===== src/rtl/mem_arbiter_if.sv =====
// mem_arbiter_if: core data-memory request bus plus the single-port RAM
// port, shared by the arbiter (slave) and the core/RAM side (master).
interface mem_arbiter_if #(
    parameter int WIDTH      = 32,
    parameter int CORE_NUM   = 4,
    parameter int ADDR_WIDTH = 16
);
    logic [CORE_NUM-1:0]       request;
    logic [CORE_NUM-1:0]       wren_in;
    logic [CORE_NUM*WIDTH-1:0] address_in;
    logic [CORE_NUM*WIDTH-1:0] writedata_in;
    logic [CORE_NUM-1:0]       response;
    logic [WIDTH-1:0]          readdata;
    logic [ADDR_WIDTH-1:0]     mem_address;
    logic [WIDTH-1:0]          mem_writedata;
    logic                      mem_wren;
    logic [WIDTH-1:0]          mem_readdata;

    modport master (
        output request,
        output wren_in,
        output address_in,
        output writedata_in,
        output mem_readdata,
        input  response,
        input  readdata,
        input  mem_address,
        input  mem_writedata,
        input  mem_wren
    );

    modport slave (
        input  request,
        input  wren_in,
        input  address_in,
        input  writedata_in,
        input  mem_readdata,
        output response,
        output readdata,
        output mem_address,
        output mem_writedata,
        output mem_wren
    );
endinterface


===== src/rtl/mem_arbiter.sv =====
// mem_arbiter: serialises CORE_NUM core data-memory ports onto one RAM.
// Define MEM_ARB_ROUND_ROBIN_EN for round-robin; default is fixed priority.
module mem_arbiter #(
    parameter int WIDTH       = 32,
    parameter int CORE_NUM    = 4,
    parameter int ADDR_WIDTH  = 16,
    parameter int MEM_LATENCY = 2
) (
    input  logic         clk,
    input  logic         reset_n,
    mem_arbiter_if.slave bus
);
    localparam int GW = $clog2(CORE_NUM);
    localparam int CW = $clog2(MEM_LATENCY) + 1;

    typedef enum logic [1:0] {
        IDLE,
        ACCESS,
        RESP
    } state_t;

    state_t                state;
    logic [GW-1:0]         grant;
    logic [CW-1:0]         cnt;
    logic                  is_write;

    logic                  found;
    logic [GW-1:0]         win;
    logic [ADDR_WIDTH-1:0] sel_addr;
    logic [WIDTH-1:0]      sel_wdata;
    logic                  sel_wren;

`ifdef MEM_ARB_ROUND_ROBIN_EN
    logic [GW-1:0] ptr;

    // Outer loop is distance from ptr, so the first hit is the nearest
    // requester scanning upward modulo CORE_NUM.
    always_comb begin
        found = 1'b0;
        win   = '0;
        for (int k = 0; k < CORE_NUM; k++) begin
            for (int j = 0; j < CORE_NUM; j++) begin
                if (!found && bus.request[j] &&
                    ((int'(ptr) + k == j) ||
                     (int'(ptr) + k == j + CORE_NUM))) begin
                    found = 1'b1;
                    win   = GW'(j);
                end
            end
        end
    end
`else
    always_comb begin
        found = 1'b0;
        win   = '0;
        for (int j = 0; j < CORE_NUM; j++) begin
            if (!found && bus.request[j]) begin
                found = 1'b1;
                win   = GW'(j);
            end
        end
    end
`endif

    always_comb begin
        sel_addr  = '0;
        sel_wdata = '0;
        sel_wren  = 1'b0;
        for (int j = 0; j < CORE_NUM; j++) begin
            if (win == GW'(j)) begin
                sel_addr  = bus.address_in[j*WIDTH +: ADDR_WIDTH];
                sel_wdata = bus.writedata_in[j*WIDTH +: WIDTH];
                sel_wren  = bus.wren_in[j];
            end
        end
    end

    always_ff @(posedge clk) begin
        if (!reset_n) begin
            state             <= IDLE;
            grant             <= '0;
            cnt               <= '0;
            is_write          <= 1'b0;
            bus.response      <= '0;
            bus.readdata      <= '0;
            bus.mem_address   <= '0;
            bus.mem_writedata <= '0;
            bus.mem_wren      <= 1'b0;
`ifdef MEM_ARB_ROUND_ROBIN_EN
            ptr               <= '0;
`endif
        end else begin
            bus.response <= '0;
            bus.mem_wren <= 1'b0;
            case (state)
                IDLE: begin
                    if (found) begin
                        state             <= ACCESS;
                        grant             <= win;
                        is_write          <= sel_wren;
                        bus.mem_address   <= sel_addr;
                        bus.mem_writedata <= sel_wdata;
                        bus.mem_wren      <= sel_wren;
                        cnt               <= CW'(MEM_LATENCY - 1);
`ifdef MEM_ARB_ROUND_ROBIN_EN
                        if (win == GW'(CORE_NUM - 1)) begin
                            ptr <= '0;
                        end else begin
                            ptr <= win + GW'(1);
                        end
`endif
                    end
                end
                ACCESS: begin
                    if (cnt == '0) begin
                        if (!is_write) begin
                            bus.readdata <= bus.mem_readdata;
                        end
                        bus.response <= CORE_NUM'(1) << grant;
                        state        <= RESP;
                    end else begin
                        cnt <= cnt - CW'(1);
                    end
                end
                RESP: begin
                    state <= IDLE;
                end
                default: begin
                    state <= IDLE;
                end
            endcase
        end
    end
endmodule


===== src/flat_wrapper.sv =====
// flat-port wrapper written by rule: the top's interface ports become plain ports
module mem_arbiter_flat 
#(
    parameter int WIDTH       = 32,
    parameter int CORE_NUM    = 4,
    parameter int ADDR_WIDTH  = 16,
    parameter int MEM_LATENCY = 2
)
  (clk, reset_n, bus_request, bus_wren_in, bus_address_in, bus_writedata_in, bus_mem_readdata, bus_response, bus_readdata, bus_mem_address, bus_mem_writedata, bus_mem_wren);
  mem_arbiter_if #(.WIDTH(WIDTH), .CORE_NUM(CORE_NUM), .ADDR_WIDTH(ADDR_WIDTH)) bus_i ();
  input  logic clk;
  input  logic reset_n;
  input wire logic [$bits(bus_i.request)-1:0] bus_request;
  input wire logic [$bits(bus_i.wren_in)-1:0] bus_wren_in;
  input wire logic [$bits(bus_i.address_in)-1:0] bus_address_in;
  input wire logic [$bits(bus_i.writedata_in)-1:0] bus_writedata_in;
  input wire logic [$bits(bus_i.mem_readdata)-1:0] bus_mem_readdata;
  output wire logic [$bits(bus_i.response)-1:0] bus_response;
  output wire logic [$bits(bus_i.readdata)-1:0] bus_readdata;
  output wire logic [$bits(bus_i.mem_address)-1:0] bus_mem_address;
  output wire logic [$bits(bus_i.mem_writedata)-1:0] bus_mem_writedata;
  output wire logic [$bits(bus_i.mem_wren)-1:0] bus_mem_wren;
  assign bus_i.request = bus_request;
  assign bus_i.wren_in = bus_wren_in;
  assign bus_i.address_in = bus_address_in;
  assign bus_i.writedata_in = bus_writedata_in;
  assign bus_i.mem_readdata = bus_mem_readdata;
  assign bus_response = bus_i.response;
  assign bus_readdata = bus_i.readdata;
  assign bus_mem_address = bus_i.mem_address;
  assign bus_mem_writedata = bus_i.mem_writedata;
  assign bus_mem_wren = bus_i.mem_wren;
  mem_arbiter #(.WIDTH(WIDTH), .CORE_NUM(CORE_NUM), .ADDR_WIDTH(ADDR_WIDTH), .MEM_LATENCY(MEM_LATENCY)) u_core (.clk(clk), .reset_n(reset_n), .bus(bus_i));
endmodule

===== config.mk =====
export PLATFORM = sky130hd
export DESIGN_NAME = mem_arbiter_flat
export DESIGN_NICKNAME = d
export VERILOG_FILES = /design/src/rtl/mem_arbiter_if.sv /design/src/rtl/mem_arbiter.sv /design/src/flat_wrapper.sv
export SDC_FILE = /design/constraint.sdc
export NUM_CORES = 1
export LEC_CHECK = 0
export CORE_AREA = 2 2 147 149
export DETAILED_ROUTE_END_ITERATION = 7
export DIE_AREA = 0 0 149 151
export DONT_BUFFER_PORTS = 1
export GPL_ROUTABILITY_DRIVEN = 0
export SYNTH_ARGS = -nofsm -noshare
export SYNTH_HDL_FRONTEND = slang
export SYNTH_SLANG_ARGS = --single-unit

===== constraint.sdc =====
create_clock -name clk -period 1.4 [get_ports clk]
set_input_delay 0.21 -clock clk [delete_from_list [all_inputs] [get_ports clk]]
set_output_delay 0.21 -clock clk [all_outputs]
set_load 0.01 [all_outputs]

==> flow_summary.toml, run 1 <==
[worst_setup_path]
worstSetupEndpointType = "flop"
cp.arrival_ns = 1.70
path_cells = "inv_2, ha_2, nand3b_1, buf_6, nor2_4, buf_12, buf_6, nand2_1, a21oi_1"
crit_end = "u_core.bus.readdata[30]"
rr_worst_depth = 9
rrSetupSlack_ns = -0.03
criticalPathCategory = "reg2reg"
required_ns = 1.67
crit_slowest_cell = "dfxtp_2"
cp-start-kind = "flop"
max_stage_delay_ns = 0.32
startpoint = "u_core.cnt[1]"
crit_top_cell = "buf_6"
r2r_start = "u_core.cnt[1]"
cp_top_family = "buffers and inverters"
cp_num_buf_inv = 4
crit_fanout = 6
r2r_end = "u_core.bus.readdata[30]"
cp_num_cells = 9

[pwr]
power_density_nw_per_um2 = 1260
ir_worst_vdd_mv = 0.673
p_leak_uw = 0.00241

[drt]
drc = 0
postRouteWirelength_um = 18700
drtIter0Drc = 278
num_vias = 4899
drtAntennaViolNets = 0
wl_per_cell_um = 20.0
viasPerCell = 5.25
drtPass1Iterations = 4

[cells_and_area]
fin_area_um2 = 6210
fill_cells = 2232
post-route-util_pct = 29.8
regArea_um2 = 1850
multi_input_area_um2 = 2640
syn2layout_area_growth_pct = 26.4
drive_gt1_share_pct = 14.9
fin_nets = 952

[grt]
antenna_found_initial = 1
grt-ovfl-total = 0
grt_max_degree = 104
track_usage_pct = 15.1
grt_pass1_wl_um = 26100
grt_pass1_vias = 4611

[timing]
grt_setup_unrepaired = "yes"
fin_ws_ns = -0.0286
maxSlewHeadroom_pct = 65.8
fin_tns_setup_ns = -0.163
tightestPinTransition_ns = 0.511
setup_violations = 12
min_period_ns = 1.43
hold_viol = 0
skew_ns = 0.00831
clock.fmax_mhz = 700
maxSlewViolCount = 0
min_period_over_period_pct = 102

[logic_synthesis]
synthTopCellsByCount = "dfxtp_1 (92), a21oi_1 (84), nand2_1 (68), clkbuf_1 (53), inv_1 (52)"
postSynthCellCount = 643
synthAdderAreaFrac_pct = 0.255
synth_cell_types = 34
yosys.area_share.simple_pct = 13.0
synth_top_area_share_pct = 37.5
synth_top_family_by_area = "compound AO/OA/AOI/OAI gates"
syn_area_per_cell_um2 = 7.64
synth_fp_nets = 942
netlist_area_um2 = 4910
synth_compound_area_share_pct = 38.7
synthXorXnorAreaFrac_pct = 0
async_reset_ff_share_pct = 0
synth_ff_type = "dfxtp_1"
ys_ff_latch = 92
seq_area_frac_synth_pct = 37.5
yosys.cell_count.top_type = "dfxtp_1"
synth_top_cell_by_area = "dfxtp_1"
synth-warning-count = 0
synth_mux_area_share_pct = 0
yosys-top-cells-area = "dfxtp_1 (37%), a21oi_1 (8.6%), a211o_1 (8.6%)"
synth-edff-count = 0

[hold_path]
hp-start = "bus_mem_readdata[26]"
min_path_type = "in2reg"

[floorplanning]
die_area_um2 = 22500
fp-row-count = 53
ios = 383
die_w_um = 149
core_um2 = 20800
initial_utilization_pct = 23.6
die_h_um = 151

[clock_tree]
insertion_delay_ns = 0.35
cts.sinks = 92
clockBufferDepth = 2
ctsRootBufferMaster = "clkbuf_16"
cts_max_level = 3
clk_pin_slew_ns = 0.07
cts_hold_buf = 31
cts_tree = "built"
cts_inserted_buffers = 9

[status]
outcome = "finished, violations left"
violations = "setup timing"

[run]
cap_violations = 0

[placement]
post-place-ws_ns = -0.293
io_buffer_count = 0
dp_hpwl_um = 12600
place_area_um2 = 5330
timing repair:
action | 4_1_cts | 5_1_grt
endpoints found under the setup margin | 47 | 63
setup buffers | 1 | 3
gates cloned | 0 | 4
pin swaps | 0 | 9
hold endpoints to repair | 41 | 1
resized for setup | 6 | 29
state kept, by name, summed over array words and instances (netlist names):
register	count
u_core.bus.mem_wren	1
u_core.bus.readdata	32
u_core.grant	2
u_core.is_write	1
u_core.cnt	2
u_core.bus.mem_writedata	32
u_core.state	2
u_core.bus.response	4
u_core.bus.mem_address	16
metrics by stage:
stage               total power (µW)  hold WS [ns]  instances
floorplan                       4320         0.346        643
global placement                4710         0.349        878
detailed placement              4740         0.353        878
CTS                             7710       0.00321        926
global route                    8220      -0.00569        934
finish                          7810        0.0145        934
worst reg2reg max path: stages, from the launching register on:
cell	delay (ns)
dfxtp_2	0.32
inv_2	0.04
ha_2	0.17
nand3b_1	0.10
buf_6	0.14
nor2_4	0.11
buf_12	0.14
buf_6	0.13
nand2_1	0.06
a21oi_1	0.15
cells in the final DEF (no fill, tap or decap), drive strengths merged, types with 2 or more instances in the layout:
cell type	instances
dlygate4sd3	31
nand2	68
nand3	49
inv	55
or3	2
a21oi	84
a211o	48
nor4	2
a22oi	48
buf	39
nor2	6
dfxtp	92
bufinv	2
o211ai	49
o21ai	50
or2	3
clkbuf	13
nor3	3
power by group:
group | switching [µW] | internal, µW | leakage [µW]
Clock | 1160 | 1630 | 0.000164
Sequential | 365 | 2920 | 0.000756
Combinational | 860 | 868 | 0.00149
worst min-delay path by stage:
stage | endpoint | slack [ns] | cells past startpoint
finish | u_core.bus.readdata[26] | 0.01 | 2
global route | u_core.bus.readdata[26] | -0.006 | 2
CTS | u_core.bus.readdata[0] | 0.003 | 2
detailed placement | u_core.bus.readdata[11] | 0.35 | 2
global placement | u_core.bus.readdata[16] | 0.35 | 2
floorplan | u_core.bus.readdata[0] | 0.35 | 2
metal layers:
metal / GRT usage [%] / up-vias / wire length (µm)
met5: 0 / - / 0
met2: 26.3 / 252 / 9120
met3: 5.12 / 28 / 1790
met1: 17.1 / 2271 / 7420
li1: - / 2348 / -
met4: 5.86 / 0 / 380
final cells by class:
class / instances / area share (%)
timing repair buffer: 73 / 13.8
inverter: 52 / 3.14
tap: 275 / 5.54
multi-input combinational: 425 / 42.5
sequential: 92 / 29.7
antenna: 1 / 0.0403
clock buffer: 10 / 3.85
clock inverter: 6 / 1.47
cell families after synthesis:
kind of cell,count (synthesis)
DFF,92
and+or+nand+nor,141
adders and majority gates,1
buffers and inverters,126
AOI/OAI and AO/OA,283
Note: power is estimated with default switching activity, not from simulation.
==> run 2, diff against run 1 <==
Settings changed: TNS_END_PERCENT from default to 1.
==> run 2 against run 1 <==
Net effect:
- the flow still finishes with violations (setup timing)
- die area did not move
- wire length rose by 1.6%
- via count up 2.7%
- critical path depth unchanged
- clock skew grew 0.0035 ns
- first-iteration DRC count is 13% lower
- register-to-register slack worse by 0.05 ns
- utilization down 0.73 points
- setup slack lost 0.055 ns
- power fell by 5.8%
- sequential share of layout area grew 0.74 points
- critical path type unchanged
- largest power group unchanged
==> flow_summary.toml, run 2 (same netlist as run 1, synthesis figures left out) <==
[timing]
grt_setup_unrepaired = "yes"
maxSlewHeadroom_pct = 57.2
skew_ns = 0.0118
min_period_ns = 1.48
fin_ws_ns = -0.0836
setup_violations = 32
maxSlewViolCount = 0
min_period_over_period_pct = 106
tightestPinTransition_ns = 0.640
clock.fmax_mhz = 674
hold_viol = 0

[worst_setup_path]
r2r_end = "u_core.bus.readdata[7]"
criticalPathCategory = "reg2reg"
worstSetupEndpointType = "flop"
required_ns = 1.68
cp.arrival_ns = 1.76
r2r_start = "u_core.cnt[1]"
crit_fanout = 7
cp-start-kind = "flop"
rr_worst_depth = 9
cp_num_buf_inv = 4
path_cells = "inv_2, ha_4, nand3b_1, buf_4, nor2_4, buf_12, clkbuf_16, nand2_1, a21oi_1"
crit_slowest_cell = "dfxtp_2"
cp_top_family = "buffers and inverters"
rrSetupSlack_ns = -0.08
max_stage_delay_ns = 0.33

[drt]
num_vias = 5033
wl_per_cell_um = 20.5
drtIter0Drc = 241
drc = 0
drtAntennaViolNets = 0
postRouteWirelength_um = 19000
drtPass1Iterations = 5
viasPerCell = 5.42

[clock_tree]
cts_tree = "built"
ctsRootBufferMaster = "clkbuf_16"
cts_inserted_buffers = 9
clk_pin_slew_ns = 0.07
cts.sinks = 92
clockBufferDepth = 2
cts_max_level = 3
insertion_delay_ns = 0.36

[status]
violations = "setup timing"
outcome = "finished, violations left"

[pwr]
ir_worst_vdd_mv = 0.423
power_density_nw_per_um2 = 1210
p_leak_uw = 0.00232

[floorplanning]
core_um2 = 20800
fp-row-count = 53
die_w_um = 149
ios = 383
die_area_um2 = 22500
die_h_um = 151
initial_utilization_pct = 23.6

[placement]
io_buffer_count = 0
place_area_um2 = 5220
dp_hpwl_um = 12400

[cells_and_area]
multi_input_area_um2 = 2650
regArea_um2 = 1850
syn2layout_area_growth_pct = 23.4
fin_area_um2 = 6060
fin_nets = 946
post-route-util_pct = 29.1
largestRegisters = "u_core.bus.mem_writedata x32, u_core.bus.readdata x32, u_core.bus.mem_address x16"
drive_gt1_share_pct = 13.7
fill_cells = 2244
final_common_cell = "dfxtp_1"
final_cell_mix = "dfxtp_1 (89), a21oi_1 (77), nand2_1 (64)"

[hold_path]
hp-start = "bus_mem_readdata[23]"
min_path_type = "in2reg"
whs_path_depth = 2
min_to = "u_core.bus.readdata[23]"

[grt]
grt_pass1_wl_um = 26300
grt-ovfl-total = 0
antenna_found_initial = 1
grt_max_degree = 104
grt_pass1_vias = 4829
track_usage_pct = 15.3

[run]
cap_violations = 0
run 2: changes by cell type in the layout (fill, tap and decap cells not counted), moves of 2 or more:
| cell | before | now |
|---|---|---|
| buf_12 | 12 | 6 |
| bufinv_16 | 2 | 0 |
| clkinv_4 | 0 | 2 |
| clkinvlp_4 | 0 | 2 |
| inv_6 | 3 | 1 |
| nand2_1 | 62 | 64 |
run 2: layer usage:
layer	share of wire (%)	track usage [%]	wire length, µm
met2	51	26.7	9620
met4	2.4	6.57	450
met1	38	16.7	7240
met3	9.0	5.84	1710
met5	0	0	0
run 2: where the power goes:
part / leakage, µW / switching (µW) / internal (µW)
Combinational: 0.00143 / 862 / 837
Sequential: 0.000756 / 367 / 2920
Clock: 0.000132 / 1160 / 1210
run 2: metrics by stage:
step | instances | TNS (ns) | setup WS [ns] | hold slack (ns) | power [µW]
2_1_floorplan | 643 | -3.43 | -0.0989 | 0.346 | 4310
3_3_place_gp | 872 | -7.77 | -0.215 | 0.350 | 4690
3_5_place_dp | 872 | -9.85 | -0.250 | 0.354 | 4720
4_1_cts | 917 | 0 | 0.00855 | 0.000452 | 7230
5_1_grt | 928 | -4.19 | -0.148 | -0.0133 | 7800
6_report | 928 | -1.40 | -0.0836 | 0.0108 | 7360
run 2: worst max path at each step:
stage	slack (ns)	cells after the start	endpoint	start
after floorplan	-0.1	7	u_core.bus.mem_writedata[21]	bus_request[0]
after global placement	-0.22	4	u_core.bus.mem_address[2]	bus_request[1]
after detailed placement	-0.25	4	u_core.bus.mem_writedata[9]	bus_request[1]
after CTS	0.009	7	u_core.bus.readdata[11]	u_core.cnt[0]
after global routing	-0.15	9	u_core.bus.readdata[7]	u_core.cnt[1]
final	-0.08	9	u_core.bus.readdata[7]	u_core.cnt[1]
run 2: worst reg2reg max path, stage by stage, from the launching register on:
cell and delay [ns]:
dfxtp_2 0.33, inv_2 0.07, ha_4 0.14, nand3b_1 0.12, buf_4 0.17, nor2_4 0.11, buf_12 0.14, clkbuf_16 0.15
nand2_1 0.07, a21oi_1 0.12
run 2: cell type report:
class / count / share of cell area [%]
inverter: 52 / 3.22
clock buffer: 9 / 3.72
timing repair buffer: 67 / 12.4
multi-input combinational: 425 / 43.7
clock inverter: 7 / 0.846
sequential: 92 / 30.5
tap: 275 / 5.68
antenna: 1 / 0.0413
run 2: repair_timing:
| item | 4_1_cts | 5_1_grt |
|---|---|---|
| endpoints found under the hold margin | 37 | 5 |
| pin swaps | 1 | 9 |
| gates resized for setup | 6 | 29 |
| buffers inserted | 0 | 2 |
| setup endpoints to repair | 85 | 68 |
| gates cloned | 0 | 5 |
| hold buffers | 29 | 3 |
==> run 3, diff against run 2 <==
Settings changed: CTS_BUF_LIST from default to sky130_fd_sc_hd__clkbuf_16, HOLD_SLACK_MARGIN from default to 0.02.
==> run 3 against run 2 <==
Net effect:
- the flow still finishes with violations (setup timing)
- utilization about the same
- die area is the same
- sequential cell count unchanged
- wire length decreased by 2.3%
- worst hold slack better by 0.00052 ns
- setup slack got worse by 0.0017 ns
- critical path type unchanged
- highest routed layer unchanged
==> flow_summary.toml, run 3 (same netlist as run 1, synthesis figures left out) <==
[status]
outcome = "finished, violations left"
violations = "setup timing"

[cells_and_area]
largestRegisters = "u_core.bus.mem_writedata x32, u_core.bus.readdata x32, u_core.bus.mem_address x16"
final_cell_mix = "dfxtp_1 (89), a21oi_1 (77), nand2_1 (64)"
drive_gt1_share_pct = 13.7
syn2layout_area_growth_pct = 23.1
fin_area_um2 = 6050
final_common_cell = "dfxtp_1"
fin_nets = 945

[floorplanning]
die_area_um2 = 22500
fp-row-count = 53
die_w_um = 149
core_um2 = 20800
ios = 383
die_h_um = 151
initial_utilization_pct = 23.6

[timing]
fin_ws_ns = -0.0853
fin_tns_setup_ns = -1.42
skew_ns = 0.0100
maxSlewViolCount = 0
grt_setup_unrepaired = "yes"
hold_viol = 0
maxSlewHeadroom_pct = 70.9
setup_violations = 32
min_period_over_period_pct = 106
min_period_ns = 1.49
tightestPinTransition_ns = 0.437
clock.fmax_mhz = 673
holdWs_ns = 0.0113

[drt]
drtPass1Iterations = 5
drtAntennaViolNets = 0
drtIter0Drc = 224
num_vias = 5018
drc = 0
wl_per_cell_um = 20.1
viasPerCell = 5.41
postRouteWirelength_um = 18600

[clock_tree]
clockBufferDepth = 2
cts_inserted_buffers = 9
cts_max_level = 3
clk_pin_slew_ns = 0.08
insertion_delay_ns = 0.35
ctsRootBufferMaster = "clkbuf_16"
cts_tree = "built"
cts.sinks = 92

[worst_setup_path]
required_ns = 1.68
crit_end = "u_core.bus.readdata[30]"
crit_fanout = 7
rr_worst_depth = 9
startpoint = "u_core.cnt[1]"
rrSetupSlack_ns = -0.09
criticalPathCategory = "reg2reg"
r2r_end = "u_core.bus.readdata[30]"
r2r_start = "u_core.cnt[1]"
worstSetupEndpointType = "flop"
cp-start-kind = "flop"
cp.arrival_ns = 1.76

[grt]
grt-ovfl-total = 0
grt_pass1_vias = 4818
grt_pass1_wl_um = 25700
antenna_found_initial = 1
grt_max_degree = 104
track_usage_pct = 14.9

[pwr]
ir_worst_vdd_mv = 0.423
p_leak_uw = 0.00232
power_density_nw_per_um2 = 1210

[hold_path]
min_path_type = "in2reg"

[run]
cap_violations = 0

[placement]
dp_hpwl_um = 12400
post-place-ws_ns = -0.250
io_buffer_count = 0
place_area_um2 = 5220
==> run 3: how the worst min path moves through the flow <==
stage                         start  depth (start not counted)  slack, ns                           end
5_1_grt        bus_mem_readdata[23]                          2      -0.01       u_core.bus.readdata[23]
3_3_place_gp   bus_mem_readdata[13]                          2       0.35       u_core.bus.readdata[13]
3_5_place_dp    bus_mem_readdata[8]                          2       0.35        u_core.bus.readdata[8]
6_report                    reset_n                          2       0.01  u_core.bus.mem_writedata[16]
2_1_floorplan   bus_mem_readdata[0]                          2       0.35        u_core.bus.readdata[0]
4_1_cts                     reset_n                          2      -0.01   u_core.bus.mem_writedata[7]
==> run 3: cell type report <==
cell class	instances	area, µm²
fillers	2246	14800
diodes	1	2.50
flip-flops and latches	92	1850
clock inverters	7	51.3
repair buffers	66	741
well taps	275	344
inverters	52	195
multi-input cells	425	2650
clock buffers	9	225
==> run 3: metal layers <==
metal / vias to the layer above / wire, µm / GRT usage, %
li1: 2331 / - / -
met1: 2389 / 7190 / 16.4
met2: 273 / 9440 / 26.2
met3: 25 / 1670 / 5.63
met4: 0 / 282 / 5.24
met5: - / 0 / 0
==> run 3: power breakdown <==
part           switching (µW)  internal (µW)  leakage, µW
clock network            1160           1210     0.000132
registers                 367           2920     0.000756
logic                     854            835      0.00143
total                    2380           4970      0.00232
==> run 3: through the flow <==
stage | cells | utilization (%) | total power, µW
3_5_place_dp | 872 | 25.1 | 4720
2_1_floorplan | 643 | - | 4310
6_report | 927 | 29.1 | 7350
4_1_cts | 916 | 27.9 | 7220
5_1_grt | 927 | 29.1 | 7790
3_3_place_gp | 872 | 25.1 | 4690
==> run 3: critical path: stages (launching register included) <==
cell       delay, ns
dfxtp_2         0.33
inv_2           0.07
ha_4            0.14
nand3b_1        0.12
buf_4           0.17
nor2_4          0.11
buf_12          0.14
clkbuf_16       0.15
nand2_1         0.07
a21oi_1         0.13
==> run 3: what timing repair did <==
action | 4_1_cts | 5_1_grt
gates cloned | 0 | 5
pin swaps | 1 | 9
endpoints found under the setup margin | 85 | 68
hold endpoints to repair | 70 | 13
buffers inserted | 0 | 2
gates resized for setup | 6 | 29
hold buffers | 28 | 3
